--- src/rtl/alarm_seq.sv ---
// rtl/alarm_seq.sv - alarm time store and ring/snooze/dismiss sequencer
// Outputs are registered from next-state values so each reflects its cause one clk later.
module alarm_seq #(
  parameter int MAX_H      = 23,
  parameter int MAX_M      = 59,
  parameter int RING_S     = 30,
  parameter int SNOOZE_S   = 300,
  parameter int MAX_SNOOZE = 3
) (
  input  logic       clk,
  input  logic       reset,
  input  logic       tick,
  input  logic [5:0] cur_h,
  input  logic [5:0] cur_m,
  input  logic [5:0] cur_s,
  input  logic [5:0] set_h,
  input  logic [5:0] set_m,
  input  logic       set_load,
  input  logic       arm,
  input  logic       snooze,
  input  logic       stop,
  output logic [5:0] alm_h,
  output logic [5:0] alm_m,
  output logic       alarm_on,
  output logic       alarming,
  output logic [3:0] led,
  output logic [1:0] snz_used
);

  localparam int RW = (RING_S > 1) ? $clog2(RING_S) : 1;
  localparam logic [RW-1:0] RING_LAST = RW'(RING_S - 1);
  localparam logic [8:0]    SNZ_INIT  = 9'(SNOOZE_S - 1);
  localparam logic [1:0]    SNZ_MAX   = 2'(MAX_SNOOZE);
  localparam logic [5:0]    H_LIM     = 6'(MAX_H);
  localparam logic [5:0]    M_LIM     = 6'(MAX_M);

  typedef enum logic [1:0] {IDLE, ARMED, RING, SNOOZE} state_t;

  state_t        state, state_nxt;
  logic [RW-1:0] ring_cnt, ring_nxt;
  logic [8:0]    snz_cnt, snz_cnt_nxt;
  logic [1:0]    used_nxt;
  logic [5:0]    alm_h_nxt, alm_m_nxt;
  logic [3:0]    led_nxt;
  logic          load_ok;

  always_ff @(posedge clk) begin
    if (reset) begin
      state    <= IDLE;
      ring_cnt <= '0;
      snz_cnt  <= '0;
      snz_used <= '0;
      alm_h    <= '0;
      alm_m    <= '0;
      alarm_on <= 1'b0;
      alarming <= 1'b0;
      led      <= '0;
    end else begin
      state    <= state_nxt;
      ring_cnt <= ring_nxt;
      snz_cnt  <= snz_cnt_nxt;
      snz_used <= used_nxt;
      alm_h    <= alm_h_nxt;
      alm_m    <= alm_m_nxt;
      alarm_on <= (state_nxt != IDLE);
      alarming <= (state_nxt == RING);
      led      <= led_nxt;
    end
  end

  always_comb begin
    state_nxt   = state;
    ring_nxt    = ring_cnt;
    snz_cnt_nxt = snz_cnt;
    used_nxt    = snz_used;
    alm_h_nxt   = alm_h;
    alm_m_nxt   = alm_m;
    led_nxt     = led;
    load_ok     = set_load && (set_h <= H_LIM) && (set_m <= M_LIM);

    if (load_ok) begin
      alm_h_nxt = set_h;
      alm_m_nxt = set_m;
    end

    if (!arm) begin
      state_nxt = IDLE;
      ring_nxt  = '0;
      used_nxt  = '0;
    end else if (set_load && (state == RING || state == SNOOZE)) begin
      // any load attempt while sounding swallows this cycle's stop/snooze/tick
      if (load_ok) begin
        state_nxt = ARMED;
        used_nxt  = '0;
      end
    end else begin
      case (state)
        IDLE: state_nxt = ARMED;
        ARMED: begin
          if (tick && cur_h == alm_h && cur_m == alm_m && cur_s == 6'd0) begin
            state_nxt = RING;
            ring_nxt  = '0;
            used_nxt  = '0;
          end
        end
        RING: begin
          if (stop) begin
            state_nxt = ARMED;
            used_nxt  = '0;
          end else if (snooze && snz_used < SNZ_MAX) begin
            state_nxt   = SNOOZE;
            snz_cnt_nxt = SNZ_INIT;
            used_nxt    = snz_used + 2'd1;
          end else if (tick) begin
            if (ring_cnt == RING_LAST) begin
              state_nxt = ARMED;
              used_nxt  = '0;
            end else begin
              ring_nxt = ring_cnt + 1'b1;
              led_nxt  = ~led;
            end
          end
        end
        SNOOZE: begin
          if (stop) begin
            state_nxt = ARMED;
            used_nxt  = '0;
          end else if (tick) begin
            if (snz_cnt == 9'd0) begin
              state_nxt = RING;
              ring_nxt  = '0;
            end else begin
              snz_cnt_nxt = snz_cnt - 1'b1;
            end
          end
        end
        default: state_nxt = IDLE;
      endcase
    end

    if (state_nxt == RING && state != RING) led_nxt = 4'b1010;
    else if (state_nxt == SNOOZE)           led_nxt = 4'b0001;
    else if (state_nxt != RING)             led_nxt = 4'b0000;
  end

endmodule
--- config.mk ---
export PLATFORM = sky130hd
export DESIGN_NAME = alarm_seq
export DESIGN_NICKNAME = d
export VERILOG_FILES = /design/src/rtl/alarm_seq.sv
export SDC_FILE = /design/constraint.sdc
export NUM_CORES = 1
export LEC_CHECK = 0
export BUFFER_PORTS_ARGS = -buffer_cell sky130_fd_sc_hd__buf_2
export CAP_MARGIN = 20
export CORE_ASPECT_RATIO = 1.4
export CORE_MARGIN = 3
export CORE_UTILIZATION = 53
export DETAILED_ROUTE_END_ITERATION = 12
export PLACE_DENSITY = 0.83
export SYNTH_ARGS = -nofsm -noshare
export SYNTH_HDL_FRONTEND = slang
export SYNTH_SLANG_ARGS = --single-unit
export TNS_END_PERCENT = 1
--- constraint.sdc ---
create_clock -name clk -period 2.53 [get_ports clk]
set_clock_uncertainty 0.15 [all_clocks]
set_input_delay 0.1265 -clock clk [delete_from_list [all_inputs] [get_ports clk]]
set_output_delay 0.1265 -clock clk [all_outputs]
set_load 0.01 [all_outputs]
==> flow_metrics.env <==
export IMPL_diodes=0
export IMPL_hp_class="in -> reg"
export IMPL_ys_types=62
export IMPL_place_inst=342
export IMPL_synthesis_nets=290
export IMPL_layout_commonest_cell="buf_2"
export IMPL_ff2ff_path_depth=7
export IMPL_p_leak_nw=1.19
export IMPL_hold_depth=2
export IMPL_clock_latency_ns=0.29
export IMPL_p_int_w=0.000841
export IMPL_place_area_um2=2490
export IMPL_detail_route_antenna_nets=0
export IMPL_hp_start="reset"
export IMPL_instances_no_fill=360
export IMPL_relSlewSlack=0.657
export IMPL_start_util=0.572
export IMPL_dr_total_vias=2182
export IMPL_max_freq_mhz=449
export IMPL_cts_setup_buffers=0
export IMPL_drt_initial_drc_count=116
export IMPL_rows=26
export IMPL_grt_ovfl_total=0
export IMPL_tns_ns=0
export IMPL_final_period_utilization=0.880
export IMPL_rsz0062_at_grt="no"
export IMPL_maxCapViolCount=0
export IMPL_post_route_drc_count=0
export IMPL_regArea_um2=721
export IMPL_gp_congestion=0.855
export IMPL_area_growth_pct=23.2
export IMPL_hold_viol_final=0
export IMPL_startpoint="snz_cnt[0]"
export IMPL_required_ns=2.60
export IMPL_core_um2=3810
export IMPL_cts_sinks=36
export IMPL_worstPathMaxFanout=9
export IMPL_max_stage_delay_ns=0.49
export IMPL_setup_worst_path_end_class="flip-flop"
export IMPL_synth_edff_count=0
export IMPL_cts_tree="done"
export IMPL_hold_buffers=11
export IMPL_clk_pin_slew_ns=0.07
export IMPL_crit_type="reg -> reg"
export IMPL_p_switching_w=0.000297
export IMPL_min_period_ns=2.23
export IMPL_ctsResizeCount=0
export IMPL_final_layout_size_suffix_gt1_frac=0.258
export IMPL_yosys_area_share_simple=0.309
export IMPL_synth_top_family_by_area="simple AND/OR/NAND/NOR gates"
export IMPL_antenna_found_initial=0
export IMPL_cp_arrival_ns=2.30
export IMPL_seq_area_frac_synth=0.331
export IMPL_finalSetupViolCount=0
export IMPL_synth_compound_area_share=0.199
export IMPL_fillers=296
export IMPL_grt_pass1_vias=2188
export IMPL_root_buffer="clkbuf_8"
export IMPL_die_w_um=60.2
export IMPL_power_frac_clock=0.335
export IMPL_vdd_drop_max_v=0.000473
export IMPL_synth_cells=248
export IMPL_htreeDepth=2
export IMPL_grt_usage=0.258
export IMPL_p_comb_frac=0.146
export IMPL_die_area_um2=4920
export IMPL_yosysWarningCount=0
export IMPL_wl_mm=5.68
export IMPL_grt_pass1_wl_mm=9.66
export IMPL_synthXorXnorAreaFrac=0.0644
export IMPL_io_buffers=56
export IMPL_pin_count=57
export IMPL_fin_area_um2=2680
export IMPL_via_per_inst=6.06
export IMPL_grt_max_degree=21
export IMPL_switching_share=0.261
export IMPL_wl_per_cell_um=15.8
export IMPL_fp_dieH_um=81.8
export IMPL_synthMuxAreaShare=0.0236
export IMPL_outcome="finished, final reports clean"
export IMPL_synth_fa_ha_area_frac=0.0287
export IMPL_synthArstFlopShare=0
export IMPL_slew_violations=0
export IMPL_worstMarginPinSlew_ns=0.514
export IMPL_slowest_stage="or4_1"
export IMPL_syn_cell_area_um2=2180
export IMPL_numCtsBuffers=5
export IMPL_seqPwrFrac=0.519
export IMPL_path_cells="inv_1 > ha_1 > nor4b_2 > a21bo_1 > nand3_2 > or4_1 > a21oi_1"
export IMPL_clk_path_buf_depth=2
export IMPL_multi_input_area_um2=1360
export IMPL_cellPowerDensity_nw_per_um2=424
export IMPL_ys_seq_elements=36
export IMPL_ys_flop_type="dfxtp_1"
export IMPL_startpoint_type="flip-flop"
export IMPL_layout_common_cells="buf_2, dfxtp_1, nand2_1"
export IMPL_dp_hpwl_mm=4.10
export IMPL_nets=360
export IMPL_r2r_start="snz_cnt[0]"
export IMPL_synth_area_per_cell_um2=8.78
export IMPL_drt_pass1_iterations=4
==> layout make-up <==
type                    count  share of cell area
clock buffers               6              0.0271
clock inverters             1             0.00187
inverters                  16              0.0224
multi-input cells         189               0.507
flip-flops and latches     36               0.269
well taps                  42              0.0196
repair buffers             70               0.154
==> synthesized netlist by cell type, types with 2 or more instances <==
master      n  area [µm²]
a2111oi_2   2        30.0
a21oi_1    15        75.1
a221oi_1    4        35.0
a31oi_1     2        12.5
and2_1      5        31.3
and3_1      4        25.0
and4_1      3        26.3
clkbuf_1    5        18.8
dfxtp_1    36         721
ha_1        5        62.6
inv_1      16        60.1
mux2i_1     4        40.0
nand2_1    18        67.6
nand2b_1    2        12.5
nand3_1    16        80.1
nand4_1     6        37.5
nor2_1     11        41.3
nor2b_1    10        62.6
nor3_1      4        20.0
nor4_1      2        12.5
nor4_4      3        63.8
nor4b_2     2        30.0
o21ai_0    10        50.1
o31ai_1     4        30.0
or3_1       4        25.0
or4_1       5        37.5
xnor2_1     8        70.1
xor2_1      8        70.1
==> state kept, by name, summed over array words and instances, names as in the netlist <==
| signal | cells |
|---|---|
| alarming | 1 |
| alm_m | 6 |
| led | 4 |
| ring_cnt | 5 |
| alarm_on | 1 |
| state | 2 |
| snz_used | 2 |
| alm_h | 6 |
| snz_cnt | 9 |
==> path summary, 6_finish.rpt <==
check | slack, ns | to
hold reg to reg | 0.34 | ring_cnt[4]
setup / recovery | 0.30 | ring_cnt[3]
hold / removal | 0.08 | alm_m[3]
setup reg to reg | 0.30 | ring_cnt[3]
==> critical path: cells and delay by family, from the launching register on <==
kind	cells	cell delay, ns
AND/OR/NAND/NOR	3	1.02
AO/OA/AOI/OAI	2	0.37
flip-flops	1	0.33
adder cells (fa/ha/maj)	1	0.16
buffers and inverters	1	0.12
==> power by group through the flow <==
stage	Combinational (W)	Clock (W)	Sequential (W)
final	0.000166	0.000382	0.000590
after global placement	0.000146	0	0.000602
after floorplan	0.0000867	0	0.000603
after detailed placement	0.000148	0	0.000602
after CTS	0.000162	0.000391	0.000590
after global routing	0.000182	0.000415	0.000591
==> logic make-up after synthesis <==
group                      after synthesis
adders and majority gates                5
DFF                                     36
xor gates and xnor gates                16
muxes                                    5
buffers and inverters                   23
AOI/OAI and AO/OA                       57
and+or+nand+nor                        106
==> per-layer routing <==
layer	part of all wire	up-vias	wire (µm)	track usage
li1	-	1059	-	-
met1	0.39	1034	2210	0.279
met2	0.53	74	3010	0.472
met3	0.053	15	301	0.0566
met4	0.027	0	156	0.104
met5	0	-	0	0
==> per-stage QoR <==
stage / setup WS (ns) / hold WS (ns) / total power (W) / util
after floorplan: 0.524 / 0.120 / 0.000690 / -
after global placement: 0.436 / 0.220 / 0.000749 / 0.655
after detailed placement: 0.358 / 0.233 / 0.000750 / 0.655
after CTS: 0.331 / 0.0678 / 0.00114 / 0.705
after global routing: 0.0933 / 0.0896 / 0.00119 / 0.705
final: 0.302 / 0.0801 / 0.00114 / 0.705
Note: power is estimated with default switching activity, not from simulation.
